==> src/rtl/via_ca_ctrl_if.sv <==
// via_ca_ctrl_if
// Register-file side of the VIA 6522 CA1/CA2 control stage.
//   pcr        : PCR[3:0] (bit 0 = CA1 edge select, [3:1] = CA2 mode)
//   acr_pa_le  : ACR bit 0, PA latch enable
//   ora_rd     : one-ce strobe, ORA read
//   ora_wr     : one-ce strobe, ORA write
//   ifr_wr     : IFR write strobe
//   ifr_wdata  : IFR write data [1:0], a 1 clears the matching flag
//   ier        : IER bits [1:0]
//   ifr        : {CA1 flag, CA2 flag}
//   irq_ca     : |(ifr & ier)
// The register file uses the master modport, the CA stage uses slave.
interface via_ca_ctrl_if;
    logic [3:0] pcr;
    logic       acr_pa_le;
    logic       ora_rd;
    logic       ora_wr;
    logic       ifr_wr;
    logic [1:0] ifr_wdata;
    logic [1:0] ier;
    logic [1:0] ifr;
    logic       irq_ca;

    modport master (
        output pcr, acr_pa_le, ora_rd, ora_wr, ifr_wr, ifr_wdata, ier,
        input  ifr, irq_ca
    );

    modport slave (
        input  pcr, acr_pa_le, ora_rd, ora_wr, ifr_wr, ifr_wdata, ier,
        output ifr, irq_ca
    );
endinterface

==> src/rtl/via_ca_ctrl.sv <==
// via_ca_ctrl
// CA1/CA2 control-line and interrupt-flag stage of the VIA 6522 port A path.
// Synchronizes the CA pins, detects the PCR-selected edges, maintains the
// CA1/CA2 IFR bits, latches port A on CA1 and drives CA2 in output modes.
// Ports:
//   clk, rst_n : system clock, asynchronous active-low reset
//   ce         : phi2 tick; all state advances only when ce=1
//   ca1_i      : CA1 pin
//   ca2_i      : CA2 pin (input modes)
//   ca2_o      : CA2 output value
//   ca2_oe     : CA2 output enable (pcr[3])
//   pa_i       : port A pin values
//   pa_lat     : latched port A value
//   bus        : register-file strobes and IFR/IRQ results (slave side)
// SYNC_STAGES must be at least 2.
module via_ca_ctrl #(
    parameter int SYNC_STAGES = 2,
    parameter int PA_W        = 8
) (
    input  logic              clk,
    input  logic              rst_n,
    input  logic              ce,
    input  logic              ca1_i,
    input  logic              ca2_i,
    output logic              ca2_o,
    output logic              ca2_oe,
    input  logic [PA_W-1:0]   pa_i,
    output logic [PA_W-1:0]   pa_lat,
    via_ca_ctrl_if.slave      bus
);

    typedef enum logic [2:0] {
        CA2_IN_NEG     = 3'b000,
        CA2_IN_NEG_IND = 3'b001,
        CA2_IN_POS     = 3'b010,
        CA2_IN_POS_IND = 3'b011,
        CA2_HANDSHAKE  = 3'b100,
        CA2_PULSE      = 3'b101,
        CA2_LOW        = 3'b110,
        CA2_HIGH       = 3'b111
    } ca2_mode_t;

    logic [SYNC_STAGES-1:0] sync1;
    logic [SYNC_STAGES-1:0] sync2;
    logic                   prev1;
    logic                   prev2;
    logic                   ca1_s;
    logic                   ca2_s;
    logic                   ca1_act;
    logic                   ca2_act;
    logic                   ora_acc;
    logic                   ca1_set;
    logic                   ca1_clr;
    logic                   ca2_set;
    logic                   ca2_clr;
    logic [1:0]             ifr_q;
    logic                   ca2_o_next;
    ca2_mode_t              mode;
    ca2_mode_t              mode_q;

    assign mode    = ca2_mode_t'(bus.pcr[3:1]);
    assign ca1_s   = sync1[SYNC_STAGES-1];
    assign ca2_s   = sync2[SYNC_STAGES-1];
    assign ora_acc = bus.ora_rd | bus.ora_wr;

    // Edge selection: pcr[0] picks the CA1 edge, pcr[2] (mode bit 1) picks
    // the CA2 edge. sync and prev only move on ce, so these stay stable
    // between ticks.
    assign ca1_act = bus.pcr[0] ? (~prev1 & ca1_s) : (prev1 & ~ca1_s);
    assign ca2_act = bus.pcr[2] ? (~prev2 & ca2_s) : (prev2 & ~ca2_s);

    // CA2 only raises its flag in input modes; only the non-independent
    // input modes let an ORA access clear it.
    assign ca1_set = ca1_act;
    assign ca1_clr = ora_acc | (bus.ifr_wr & bus.ifr_wdata[1]);
    assign ca2_set = ~bus.pcr[3] & ca2_act;
    assign ca2_clr = (bus.ifr_wr & bus.ifr_wdata[0]) |
                     (ora_acc & ((mode == CA2_IN_NEG) | (mode == CA2_IN_POS)));

    assign bus.ifr    = ifr_q;
    assign bus.irq_ca = |(ifr_q & bus.ier);
    assign ca2_oe     = bus.pcr[3];

    // Synchronizers and previous-value registers idle high so that lines
    // sitting high after reset never look like an edge.
    always_ff @(posedge clk or negedge rst_n) begin
        if (!rst_n) begin
            sync1 <= '1;
            sync2 <= '1;
            prev1 <= 1'b1;
            prev2 <= 1'b1;
        end else if (ce) begin
            sync1 <= {sync1[SYNC_STAGES-2:0], ca1_i};
            sync2 <= {sync2[SYNC_STAGES-2:0], ca2_i};
            prev1 <= ca1_s;
            prev2 <= ca2_s;
        end
    end

    // Interrupt flags: a set in the same tick as a clear wins.
    always_ff @(posedge clk or negedge rst_n) begin
        if (!rst_n) begin
            ifr_q <= 2'b00;
        end else if (ce) begin
            if (ca1_set) begin
                ifr_q[1] <= 1'b1;
            end else if (ca1_clr) begin
                ifr_q[1] <= 1'b0;
            end
            if (ca2_set) begin
                ifr_q[0] <= 1'b1;
            end else if (ca2_clr) begin
                ifr_q[0] <= 1'b0;
            end
        end
    end

    // Port A is transparent while latching is disabled, otherwise it is
    // captured on the active CA1 edge.
    always_ff @(posedge clk or negedge rst_n) begin
        if (!rst_n) begin
            pa_lat <= '0;
        end else if (ce) begin
            if (!bus.acr_pa_le || ca1_act) begin
                pa_lat <= pa_i;
            end
        end
    end

    // Next CA2 output. A mode change reloads the output for the new mode;
    // handshake and pulse start high. In handshake mode the CA1 edge takes
    // priority over an ORA access in the same tick.
    always_comb begin
        ca2_o_next = ca2_o;
        if (mode != mode_q) begin
            ca2_o_next = (mode == CA2_LOW) ? 1'b0 : 1'b1;
        end else begin
            case (mode)
                CA2_HANDSHAKE: begin
                    if (ca1_act) begin
                        ca2_o_next = 1'b1;
                    end else if (ora_acc) begin
                        ca2_o_next = 1'b0;
                    end
                end
                CA2_PULSE: ca2_o_next = ~ora_acc;
                CA2_LOW:   ca2_o_next = 1'b0;
                CA2_HIGH:  ca2_o_next = 1'b1;
                default:   ca2_o_next = 1'b1;
            endcase
        end
    end

    // CA2 output register and the mode seen on the previous tick.
    always_ff @(posedge clk or negedge rst_n) begin
        if (!rst_n) begin
            ca2_o  <= 1'b1;
            mode_q <= CA2_IN_NEG;
        end else if (ce) begin
            ca2_o  <= ca2_o_next;
            mode_q <= mode;
        end
    end

endmodule

==> src/flat_wrapper.sv <==
// flat-port wrapper written by rule: the top's interface ports become plain ports
module via_ca_ctrl_flat 
#(
    parameter int SYNC_STAGES = 2,
    parameter int PA_W        = 8
)
  (clk, rst_n, ce, ca1_i, ca2_i, ca2_o, ca2_oe, pa_i, pa_lat, bus_pcr, bus_acr_pa_le, bus_ora_rd, bus_ora_wr, bus_ifr_wr, bus_ifr_wdata, bus_ier, bus_ifr, bus_irq_ca);
  via_ca_ctrl_if bus_i ();
  input  logic clk;
  input  logic rst_n;
  input  logic ce;
  input  logic ca1_i;
  input  logic ca2_i;
  output logic ca2_o;
  output logic ca2_oe;
  input  logic [PA_W-1:0] pa_i;
  output logic [PA_W-1:0] pa_lat;
  input wire logic [$bits(bus_i.pcr)-1:0] bus_pcr;
  input wire logic [$bits(bus_i.acr_pa_le)-1:0] bus_acr_pa_le;
  input wire logic [$bits(bus_i.ora_rd)-1:0] bus_ora_rd;
  input wire logic [$bits(bus_i.ora_wr)-1:0] bus_ora_wr;
  input wire logic [$bits(bus_i.ifr_wr)-1:0] bus_ifr_wr;
  input wire logic [$bits(bus_i.ifr_wdata)-1:0] bus_ifr_wdata;
  input wire logic [$bits(bus_i.ier)-1:0] bus_ier;
  output wire logic [$bits(bus_i.ifr)-1:0] bus_ifr;
  output wire logic [$bits(bus_i.irq_ca)-1:0] bus_irq_ca;
  assign bus_i.pcr = bus_pcr;
  assign bus_i.acr_pa_le = bus_acr_pa_le;
  assign bus_i.ora_rd = bus_ora_rd;
  assign bus_i.ora_wr = bus_ora_wr;
  assign bus_i.ifr_wr = bus_ifr_wr;
  assign bus_i.ifr_wdata = bus_ifr_wdata;
  assign bus_i.ier = bus_ier;
  assign bus_ifr = bus_i.ifr;
  assign bus_irq_ca = bus_i.irq_ca;
  via_ca_ctrl #(.SYNC_STAGES(SYNC_STAGES), .PA_W(PA_W)) u_core (.clk(clk), .rst_n(rst_n), .ce(ce), .ca1_i(ca1_i), .ca2_i(ca2_i), .ca2_o(ca2_o), .ca2_oe(ca2_oe), .pa_i(pa_i), .pa_lat(pa_lat), .bus(bus_i));
endmodule
==> config.mk <==
export PLATFORM = sky130hd
export DESIGN_NAME = via_ca_ctrl_flat
export DESIGN_NICKNAME = d
export VERILOG_FILES = /design/src/rtl/via_ca_ctrl_if.sv /design/src/rtl/via_ca_ctrl.sv /design/src/flat_wrapper.sv
export SDC_FILE = /design/constraint.sdc
export NUM_CORES = 1
export LEC_CHECK = 0
export BUFFER_PORTS_ARGS = -buffer_cell sky130_fd_sc_hd__buf_4
export CAP_MARGIN = 20
export CORE_MARGIN = 5
export CORE_UTILIZATION = 50
export CTS_BUF_LIST = sky130_fd_sc_hd__clkbuf_16
export DETAILED_ROUTE_END_ITERATION = 10
export PLACE_DENSITY = 0.82
export SYNTH_ARGS = -nofsm -noshare
export SYNTH_HDL_FRONTEND = slang
export SYNTH_SLANG_ARGS = --single-unit
==> constraint.sdc <==
create_clock -name clk -period 4.78 [get_ports clk]
set_clock_uncertainty 0.15 [all_clocks]
set_input_delay 0.717 -clock clk [delete_from_list [all_inputs] [get_ports clk]]
set_output_delay 0.717 -clock clk [all_outputs]
set_load 0.01 [all_outputs]
==> results_dict.tcl, run 1 <==
set metrics [dict create \
    cts.repair.resized 0 \
    fin_crit_ns 2.027 \
    grt_usage 0.1580 \
    synth_nets 97 \
    p_leak_nw 0.6171 \
    drive_gt1_frac 0.6055 \
    avgViaCountPerCell 5.366 \
    clock_latency_ns 0.25 \
    max_freq_ghz 0.4933 \
    tightest_slew_ns 0.4794 \
    dieHeight_um 53.61 \
    slew_headroom 0.6804 \
    dieArea_sq_um 2874 \
    yosys_most_used_dff "dfrtp_1" \
    yosys_warnings 0 \
    dp_cells 130 \
    clock_path_buffers 2 \
    antenna_found_initial 0 \
    drt_iter0_markers 8 \
    grt_max_degree 21 \
    ys_ff_latch 20 \
    finalNonFillerCells 134 \
    max_cap_viol_count 0 \
    worstPathArrival_ns 1.16 \
    first_pass_iters 4 \
    synth_area_per_cell_sq_um 13.21 \
    final_cell_mix "37 x buf_4, 13 x dfrtp_1, 9 x nand2_1" \
    num-nets-final 135 \
    setup_slack_ns 2.753 \
    cts_tree "yes" \
    ios 38 \
    overflow 0 \
    clk_pin_slew_ns 0.05 \
    tns_ns 0 \
    routedWlPerCell_um 14.91 \
    postCtsHoldBufs 0 \
    pre_cts_ws_ns 2.607 \
    ys_types 25 \
    status "completed" \
    chipWidth_um 53.61 \
    root_buffer "clkbuf_16" \
    ir_drop_uv 255.7 \
    initial_utilization 0.5390 \
    synth-async-reset-ratio 1.000 \
    n_antenna_cell 0 \
    maxSlewViolCount 0 \
    yosysSeqAreaShare 0.5355 \
    cts_buffers 3 \
    netlist_area_sq_um 950.9 \
    cp.required_ns 3.91 \
    core_sq_um 1764 \
    hpwl_um 1532 \
    grt_pass1_wl_um 3263 \
    vias 719 \
    hp-class "in -> async" \
    postCtsSetupBuffers 0 \
    grt_pass1_vias 742 \
    io_buffers 37 \
    area_growth_pct 37.76 \
    final_common_cell "buf_4" \
    finalHoldViolations 0 \
    power_density_nw_per_um2 393.1 \
    synth_edf_count 0 \
    min_period_over_period 0.4241 \
    path_class "in -> out" \
    end_kind "primary output" \
    drcViolationCount 0 \
    ant_nets 0 \
    setup_viol 0 \
    ctsHtreeMaxLevel 1 \
    critPathMaxFanout 1 \
    rsz0062_at_grt "no" \
    synthCells 72 \
    place.gp.congestion 0.8235 \
    wl_um 1998 \
    rows 15 \
    worstSetupStartpointType "input port" \
    finalPower_mw 0.5149 \
    clkSinkCount 20 \
]
==> state kept, by name, summed over array words and instances (netlist names) <==
name and count:
u_core.mode_q 3, u_core.sync1 2, u_core.pa_lat 8, u_core.ca2_o 1, u_core.sync2 2, u_core.prev1 1, u_core.bus.ifr 2, u_core.prev2 1
==> Yosys cell counts, types with 2 or more instances <==
cell type  number  area, sq um
buf_2           2        10.01
dfrtp_1        13        325.3
dfstp_2         7        183.9
inv_1           3        11.26
mux2_2          8        90.09
mux2_4          8        120.1
nand2_1         9        33.78
nor2_1          2        7.510
o21a_1          2        15.01
o21ai_0         3        15.01
==> cell type report <==
type                            instances  area [sq um]
Clock buffer                            3         75.07
Clock inverter                          1         3.754
Fill cell                             136         454.2
Inverter                                3         11.26
Multi-Input combinational cell         45         401.6
Sequential cell                        20         509.2
Tap cell                               25         31.28
Timing Repair Buffer                   37         277.8
==> per-stage QoR <==
step                hold WS (ns)  utilization  cell area, sq um
finish                    0.1862       0.7426              1310
global route              0.1981       0.7426              1310
CTS                       0.1966       0.7426              1310
detailed placement        0.3445       0.6979              1231
global placement          0.3528       0.6979              1231
floorplan                 0.2714            -             950.9
==> cells by family after synthesis <==
| logic type | Yosys count | share of synthesized area |
|---|---|---|
| flops | 20 | 0.5355 |
| mux | 16 | 0.2211 |
| compound gates | 14 | 0.1197 |
| simple gates | 14 | 0.07237 |
| buf+inv | 7 | 0.04211 |
| xor+xnor | 1 | 0.009212 |
==> layer usage <==
layer / routed length, um / GRT usage / vias to the layer above
met5: 0 / 0 / -
met4: 17 / 0.05106 / 0
met3: 210 / 0.04709 / 2
met2: 867 / 0.2551 / 38
met1: 903 / 0.2021 / 345
li1: - / - / 334
==> worst paths after layout <==
kind | slack [ns] | depth (start not counted) | endpoint | startpoint
hold / removal | 0.19 | 1 | u_core.bus.ifr[1]$_DFFE_PN0P_ | rst_n
hold reg to reg | 0.37 | 1 | u_core.pa_lat[2]$_DFFE_PN0P_ | u_core.pa_lat[2]$_DFFE_PN0P_
setup reg to reg | 2.86 | 4 | u_core.pa_lat[5]$_DFFE_PN0P_ | u_core.sync1[1]$_DFFE_PN1P_
min in group clk | 0.37 | 1 | u_core.pa_lat[2]$_DFFE_PN0P_ | u_core.pa_lat[2]$_DFFE_PN0P_
max in group asynchronous | 4.02 | 1 | u_core.prev2$_DFFE_PN1P_ | rst_n
setup / recovery | 2.75 | 3 | bus_irq_ca | bus_ier[0]
==> power breakdown <==
| group | internal [mW] | total, mW | switching, mW |
|---|---|---|---|
| Clock | 0.111 | 0.170 | 0.0583 |
| Sequential | 0.204 | 0.223 | 0.0194 |
| Combinational | 0.0755 | 0.122 | 0.0466 |
| Total | 0.391 | 0.515 | 0.124 |
==> critical path, cell delays in order <==
cell,delay (ns)
buf_4,0.11
a22o_1,0.20
buf_4,0.14
Note: power is estimated with default switching activity, not from simulation.
==> inputs of run 2 (changes only) <==
- ABC_AREA: not set -> 1
- CORE_UTILIZATION: 50 -> 42
- PLACE_DENSITY: 0.82 -> 0.73
- clock period: 4.78 -> 1.7 ns (I/O delays scaled with it)
==> run 2 against run 1 <==
Effect of this change:
- first-iteration DRC count rose to 2.8 times the previous value
- setup slack worse by 2.5 ns
- synthesized cell count up 69%
- design area up 4.6%
- largest power group unchanged
==> results_dict.tcl, run 2 <==
set metrics [dict create \
    status "completed" \
    final_cell_mix "43 x nand2_1, 37 x buf_4, 14 x nand3_1" \
    min_period_over_period 0.8244 \
    crit_family "flip-flops" \
    finalPower_mw 1.357 \
    ys_top_cells_by_area "dfrtp_1 33%, dfstp_2 19%, nand2_1 16%, nand3_1 7.1%, o21ai_0 3.0%" \
    tightest_slew_ns 0.2525 \
    cts_buffers 3 \
    fin_util 0.6134 \
    root_buffer "clkbuf_16" \
    end_kind "primary output" \
    min_to "u_core.sync1[0]$_DFFE_PN1P_" \
    grt_max_degree 24 \
    top_regs "u_core.pa_lat: 8 flops, u_core.mode_q: 3 flops" \
    drt_iter0_markers 22 \
    grt_pass1_vias 915 \
    maxSlewViolCount 0 \
    cts_tree "yes" \
    finalHoldViolations 0 \
    synthCells 122 \
    clk_pin_slew_ns 0.05 \
    max_freq_ghz 0.7136 \
    max_cap_viol_count 0 \
    tns_ns 0 \
    area_growth_pct 38.96 \
    finalNonFillerCells 189 \
    largest_reg_flops 8 \
    r2r_end "u_core.pa_lat[4]$_DFFE_PN0P_" \
    worstSetupStartpointType "register" \
    worstPathArrival_ns 1.00 \
    overflow 0 \
    rows 17 \
    drive_gt1_frac 0.3478 \
    setup_viol 0 \
    ios 38 \
    r2r_cells 7 \
    clkSinkCount 20 \
    netlist_area_sq_um 985.9 \
    synthMostInstantiatedCell "nand2_1" \
    placed_area_sq_um 1281 \
    initial_utilization 0.4415 \
    ir_drop_uv 638.0 \
    reg2reg_from "u_core.sync1[1]$_DFFE_PN1P_" \
    dp_cells 184 \
    yosys_warnings 0 \
    place.gp.congestion 0.7265 \
    avgViaCountPerCell 4.778 \
    dieArea_sq_um 3416 \
    ctsHtreeMaxLevel 1 \
    fin_crit_ns 1.401 \
    io_buffers 37 \
    grt_pass1_wl_um 3850 \
    ant_nets 0 \
    power_density_nw_per_um2 990.6 \
    n_antenna_cell 0 \
    synth_nets 147 \
    path_class "reg -> out" \
    ys_ff_latch 20 \
    final_common_cell "nand2_1" \
    drcViolationCount 0 \
    cp.required_ns 1.29 \
    clock_latency_ns 0.24 \
    synth_area_per_cell_sq_um 8.082 \
    final_area_sq_um 1370 \
    routedWlPerCell_um 11.59 \
    num-nets-final 187 \
    path_buf_inv 1 \
    cp_slowest_cell "dfrtp_1" \
    path_cells "a22o_1 > buf_4" \
    wl_um 2190 \
    largest-register "u_core.pa_lat" \
    ys_types 22 \
    ys_top_cells_by_count "43 x nand2_1, 14 x nand3_1, 13 x dfrtp_1" \
    first_pass_iters 4 \
    yosysSeqAreaShare 0.5165 \
    vias 903 \
    core_sq_um 2233 \
    clock_path_buffers 2 \
    postCtsSetupBuffers 0 \
    chipWidth_um 58.45 \
    synth_top_area_frac 0.3299 \
    p_leak_nw 0.7056 \
    hpwl_um 1693 \
    dieHeight_um 58.45 \
    synth_edf_count 0 \
    slowest_delay_ns 0.39 \
    synth-async-reset-ratio 1.000 \
    ff2ff_setup_slack_ns 0.32 \
    antenna_found_initial 0 \
    cts.repair.resized 0 \
    grt_usage 0.1421 \
    yosys_most_used_dff "dfrtp_1" \
    yosysTopAreaCell "dfrtp_1" \
    hold_depth 3 \
    holdCritStartpoint "ca1_i" \
    hp-class "in -> reg" \
    rsz0062_at_grt "no" \
    critPathMaxFanout 3 \
    slew_headroom 0.8317 \
]
## run 2: changes by cell type after synthesis, moves of 5 or more
| cell | previous run | this run |
|---|---|---|
| nand3_1 | 0 | 14 |
| nand2_1 | 9 | 43 |
| inv_1 | 3 | 8 |
| mux2_2 | 8 | 0 |
| mux2_4 | 8 | 0 |
| o21ai_1 | 0 | 5 |
## run 2: through the flow
stage	hold WS (ns)	setup WS, ns
2_1_floorplan	-0.1906	0.4079
3_3_place_gp	-0.005082	0.3331
3_5_place_dp	0.002034	0.3151
4_1_cts	0.06008	0.2881
5_1_grt	0.08319	0.1607
6_report	0.06058	0.2986
## run 2: worst register-to-register path, delay by kind of cell, from the launching register on
kind          cells  cell delay (ns)
flops             1             0.55
simple gates      7             0.58
## run 2: worst max path at each step
| stage | from | end | slack [ns] | cells after the start |
|---|---|---|---|---|
| 4_1_cts | u_core.bus.ifr[0]$_DFFE_PN0P_ | bus_irq_ca | 0.29 | 2 |
| 2_1_floorplan | u_core.sync1[1]$_DFFE_PN1P_ | u_core.pa_lat[0]$_DFFE_PN0P_ | 0.41 | 7 |
| 6_report | u_core.bus.ifr[0]$_DFFE_PN0P_ | bus_irq_ca | 0.30 | 2 |
| 3_5_place_dp | u_core.sync1[1]$_DFFE_PN1P_ | u_core.pa_lat[2]$_DFFE_PN0P_ | 0.32 | 7 |
| 5_1_grt | u_core.sync1[1]$_DFFE_PN1P_ | u_core.pa_lat[0]$_DFFE_PN0P_ | 0.16 | 7 |
| 3_3_place_gp | u_core.sync1[1]$_DFFE_PN1P_ | u_core.pa_lat[4]$_DFFE_PN0P_ | 0.33 | 7 |
## run 2: kinds of logic after synthesis
kind of cell,share of synthesized area
and+or+nand+nor,0.3160
DFF,0.5165
AOI/OAI and AO/OA,0.08122
buffers and inverters,0.05965
xor gates and xnor gates,0.02665
## run 2: final cells by class
cell class	count	area [sq um]
fill	186	863.3
sequential	20	509.2
multi-input combinational	88	417.9
timing repair buffer	38	287.8
clock buffer	3	75.07
inverter	11	41.29
tap	28	35.03
clock inverter	1	3.754
## run 2: power breakdown
part           internal [mW]  switching [mW]
clock network          0.312           0.157
registers              0.552          0.0387
logic                  0.146           0.151
## run 2: what timing repair did
item                       CTS  global route
hold endpoints to repair    20             0
hold buffers                 1             0
setup endpoints to repair    0             0
## run 2: layer usage
layer | wire [um] | vias to the layer above | track usage | share of wire
met4 | 0 | 0 | 0.02980 | 0
met2 | 990 | 33 | 0.2344 | 0.45
met5 | 0 | - | 0 | 0
met1 | 979 | 403 | 0.1826 | 0.45
met3 | 220 | 0 | 0.04386 | 0.10
li1 | - | 467 | - | -
==> inputs of run 3 (changes only) <==
- ABC_AREA: 1 -> 0
- PLACE_DENSITY: 0.73 -> 0.74
- clock period: 1.7 -> 1.1 ns (I/O delays scaled with it)
==> run 3 against run 2 <==
Effect of this change:
- clock power up 110%
- combinational power rose to 2.7 times the previous value
- non-clock buffer count up 29
- sequential share of layout area down 6.8 points
- the flow now finishes with violations (negative setup slack)
- critical path type is now reg -> reg
==> results_dict.tcl, run 3 (synthesis results as in run 1) <==
set metrics [dict create \
    cts_tree "yes" \
    path_cells "nand2b_4 > o22ai_2 > o21a_1 > buf_12 > mux2_4" \
    tns_ns -5.857 \
    first_pass_iters 3 \
    grt_pass1_vias 828 \
    p_clk_frac 0.354 \
    clock_latency_ns 0.25 \
    vias 782 \
    rows 17 \
    cts_buffers 3 \
    finalHoldViolations 0 \
    setup_slack_ns -0.5586 \
    maxSlewViolCount 0 \
    hp-class "in -> reg" \
    status "finished with violations" \
    final_area_sq_um 1679 \
    drt_iter0_markers 15 \
    place.gp.congestion 0.7736 \
    ant_nets 0 \
    antenna_found_initial 0 \
    clk_pin_slew_ns 0.06 \
    chipWidth_um 57.58 \
    power_density_nw_per_um2 1641 \
    largest_reg_flops 8 \
    max_freq_ghz 0.6029 \
    busiest_layer "met2" \
    reg2reg_from "u_core.sync1[1]$_DFFE_PN1P_" \
    startpoint "u_core.sync1[1]$_DFFE_PN1P_" \
    fin_crit_ns 1.659 \
    grt_pass1_wl_um 3808 \
    switching_power_mw 0.6049 \
    tightest_slew_ns 0.2768 \
    ctsHtreeMaxLevel 1 \
    drcViolationCount 0 \
    clock_path_buffers 2 \
    rsz0062_at_grt "yes" \
    dp_cells 145 \
    ir_drop_uv 1169 \
    p_leak_nw 0.8011 \
    max_cap_viol_count 0 \
    finalNonFillerCells 167 \
    grt_max_degree 21 \
    crit_end "u_core.pa_lat[1]$_DFFE_PN0P_" \
    area_growth_pct 76.58 \
    critPathMaxFanout 8 \
    overflow 0 \
    grt_use_met3 0.04072 \
    n_antenna_cell 0 \
    setup_viol 15 \
    end_kind "register" \
    violations "negative setup slack" \
    io_buffers 37 \
    initial_utilization 0.4340 \
    avgViaCountPerCell 4.683 \
    top_regs "u_core.pa_lat: 8 flops, u_core.mode_q: 3 flops" \
    intPower_mw 2.150 \
    worstPathArrival_ns 1.64 \
    core_sq_um 2191 \
    clkSinkCount 20 \
    num-nets-final 165 \
    worstSetupStartpointType "register" \
    min_period_over_period 1.508 \
    hpwl_um 1587 \
    dieArea_sq_um 3315 \
    ff2ff_setup_slack_ns -0.56 \
    cp.required_ns 1.08 \
    fillers 144 \
    routedWlPerCell_um 14.29 \
    ios 38 \
    largest-register "u_core.pa_lat" \
    seq_power_share 0.359 \
    placed_area_sq_um 1338 \
    swShare 0.2196 \
    r2r_cells 5 \
    final_cell_mix "40 x buf_4, 15 x buf_6, 13 x dfrtp_1" \
    wl_um 2387 \
    dieHeight_um 57.58 \
    r2r_end "u_core.pa_lat[1]$_DFFE_PN0P_" \
    path_class "reg -> reg" \
    cp_slowest_cell "dfstp_2" \
    grtUsageMet1 0.1733 \
    grt_util_met2 0.2726 \
    slew_headroom 0.8148 \
    root_buffer "clkbuf_16" \
    slowest_delay_ns 0.56 \
    grt_usage 0.1492 \
    drive_gt1_frac 0.6331 \
    comb_power_share 0.288 \
    final_common_cell "buf_4" \
    hold_depth 3 \
]
run 3: cell count changes in the layout (fill, tap and decap cells not counted), sizes merged, moves of 4 or more:
cell,previous run,this run
nand2,46,9
dlygate4sd3,1,11
nand3,15,0
mux2,0,16
o21ai,11,3
inv,11,3
buf,37,56
nor2,6,2
run 3: final cells by class:
cell class	count	area [sq um]	share of cell area
clock buffers	3	75.07	0.04471
clock inverters	1	30.03	0.01788
inverters	3	11.26	0.006706
multi-input cells	45	419.2	0.2496
flip-flops and latches	20	509.2	0.3033
well taps	28	35.03	0.02086
repair buffers	67	599.3	0.3569
run 3: metal layers:
layer	share of wire	routed length (um)
met4	0	0
met5	0	0
met1	0.40	955
met2	0.50	1186
met3	0.10	244
run 3: stage by stage:
stage               worst slack, ns    util  power, mW  hold WS (ns)
CTS                         -0.5813  0.7464      2.714        0.1471
global placement            -0.5465  0.6105      1.564      -0.09906
detailed placement          -0.5691  0.6105      1.582      -0.09106
global route                -0.6075  0.7664      2.889        0.1538
finish                      -0.5586  0.7664      2.755        0.1493
floorplan                   -0.5070       -      1.255       -0.2806
run 3: worst min path at each step:
stage	start	endpoint	slack, ns
floorplan	rst_n	u_core.bus.ifr[0]$_DFFE_PN0P_	-0.28
global placement	rst_n	u_core.bus.ifr[0]$_DFFE_PN0P_	-0.1
detailed placement	rst_n	u_core.bus.ifr[0]$_DFFE_PN0P_	-0.09
CTS	bus_pcr[3]	u_core.mode_q[2]$_DFFE_PN0P_	0.15
global route	bus_pcr[3]	u_core.mode_q[2]$_DFFE_PN0P_	0.15
finish	bus_pcr[1]	u_core.mode_q[0]$_DFFE_PN0P_	0.15
run 3: power groups by stage:
stage | sequential [mW] | clock, mW | combinational (mW)
2_1_floorplan | 1.00 | 0 | 0.253
3_3_place_gp | 0.973 | 0 | 0.591
3_5_place_dp | 0.974 | 0 | 0.608
4_1_cts | 0.977 | 0.996 | 0.741
5_1_grt | 1.01 | 1.02 | 0.854
6_report | 0.988 | 0.974 | 0.793
run 3: critical path, delay by kind of cell, from the launching register on:
family / cells / cell delay (ns)
simple gates: 1 / 0.13
flops: 1 / 0.56
compound gates: 2 / 0.27
buf+inv: 1 / 0.15
mux: 1 / 0.29
run 3: timing repair:
item                                    4_1_cts  5_1_grt
pin swaps                                     7        3
endpoints found under the setup margin       16       23
resized for setup                            10        8
cloned                                        0        0
hold buffers                                 11        0
endpoints found under the hold margin        30        0
setup buffers                                 5        2
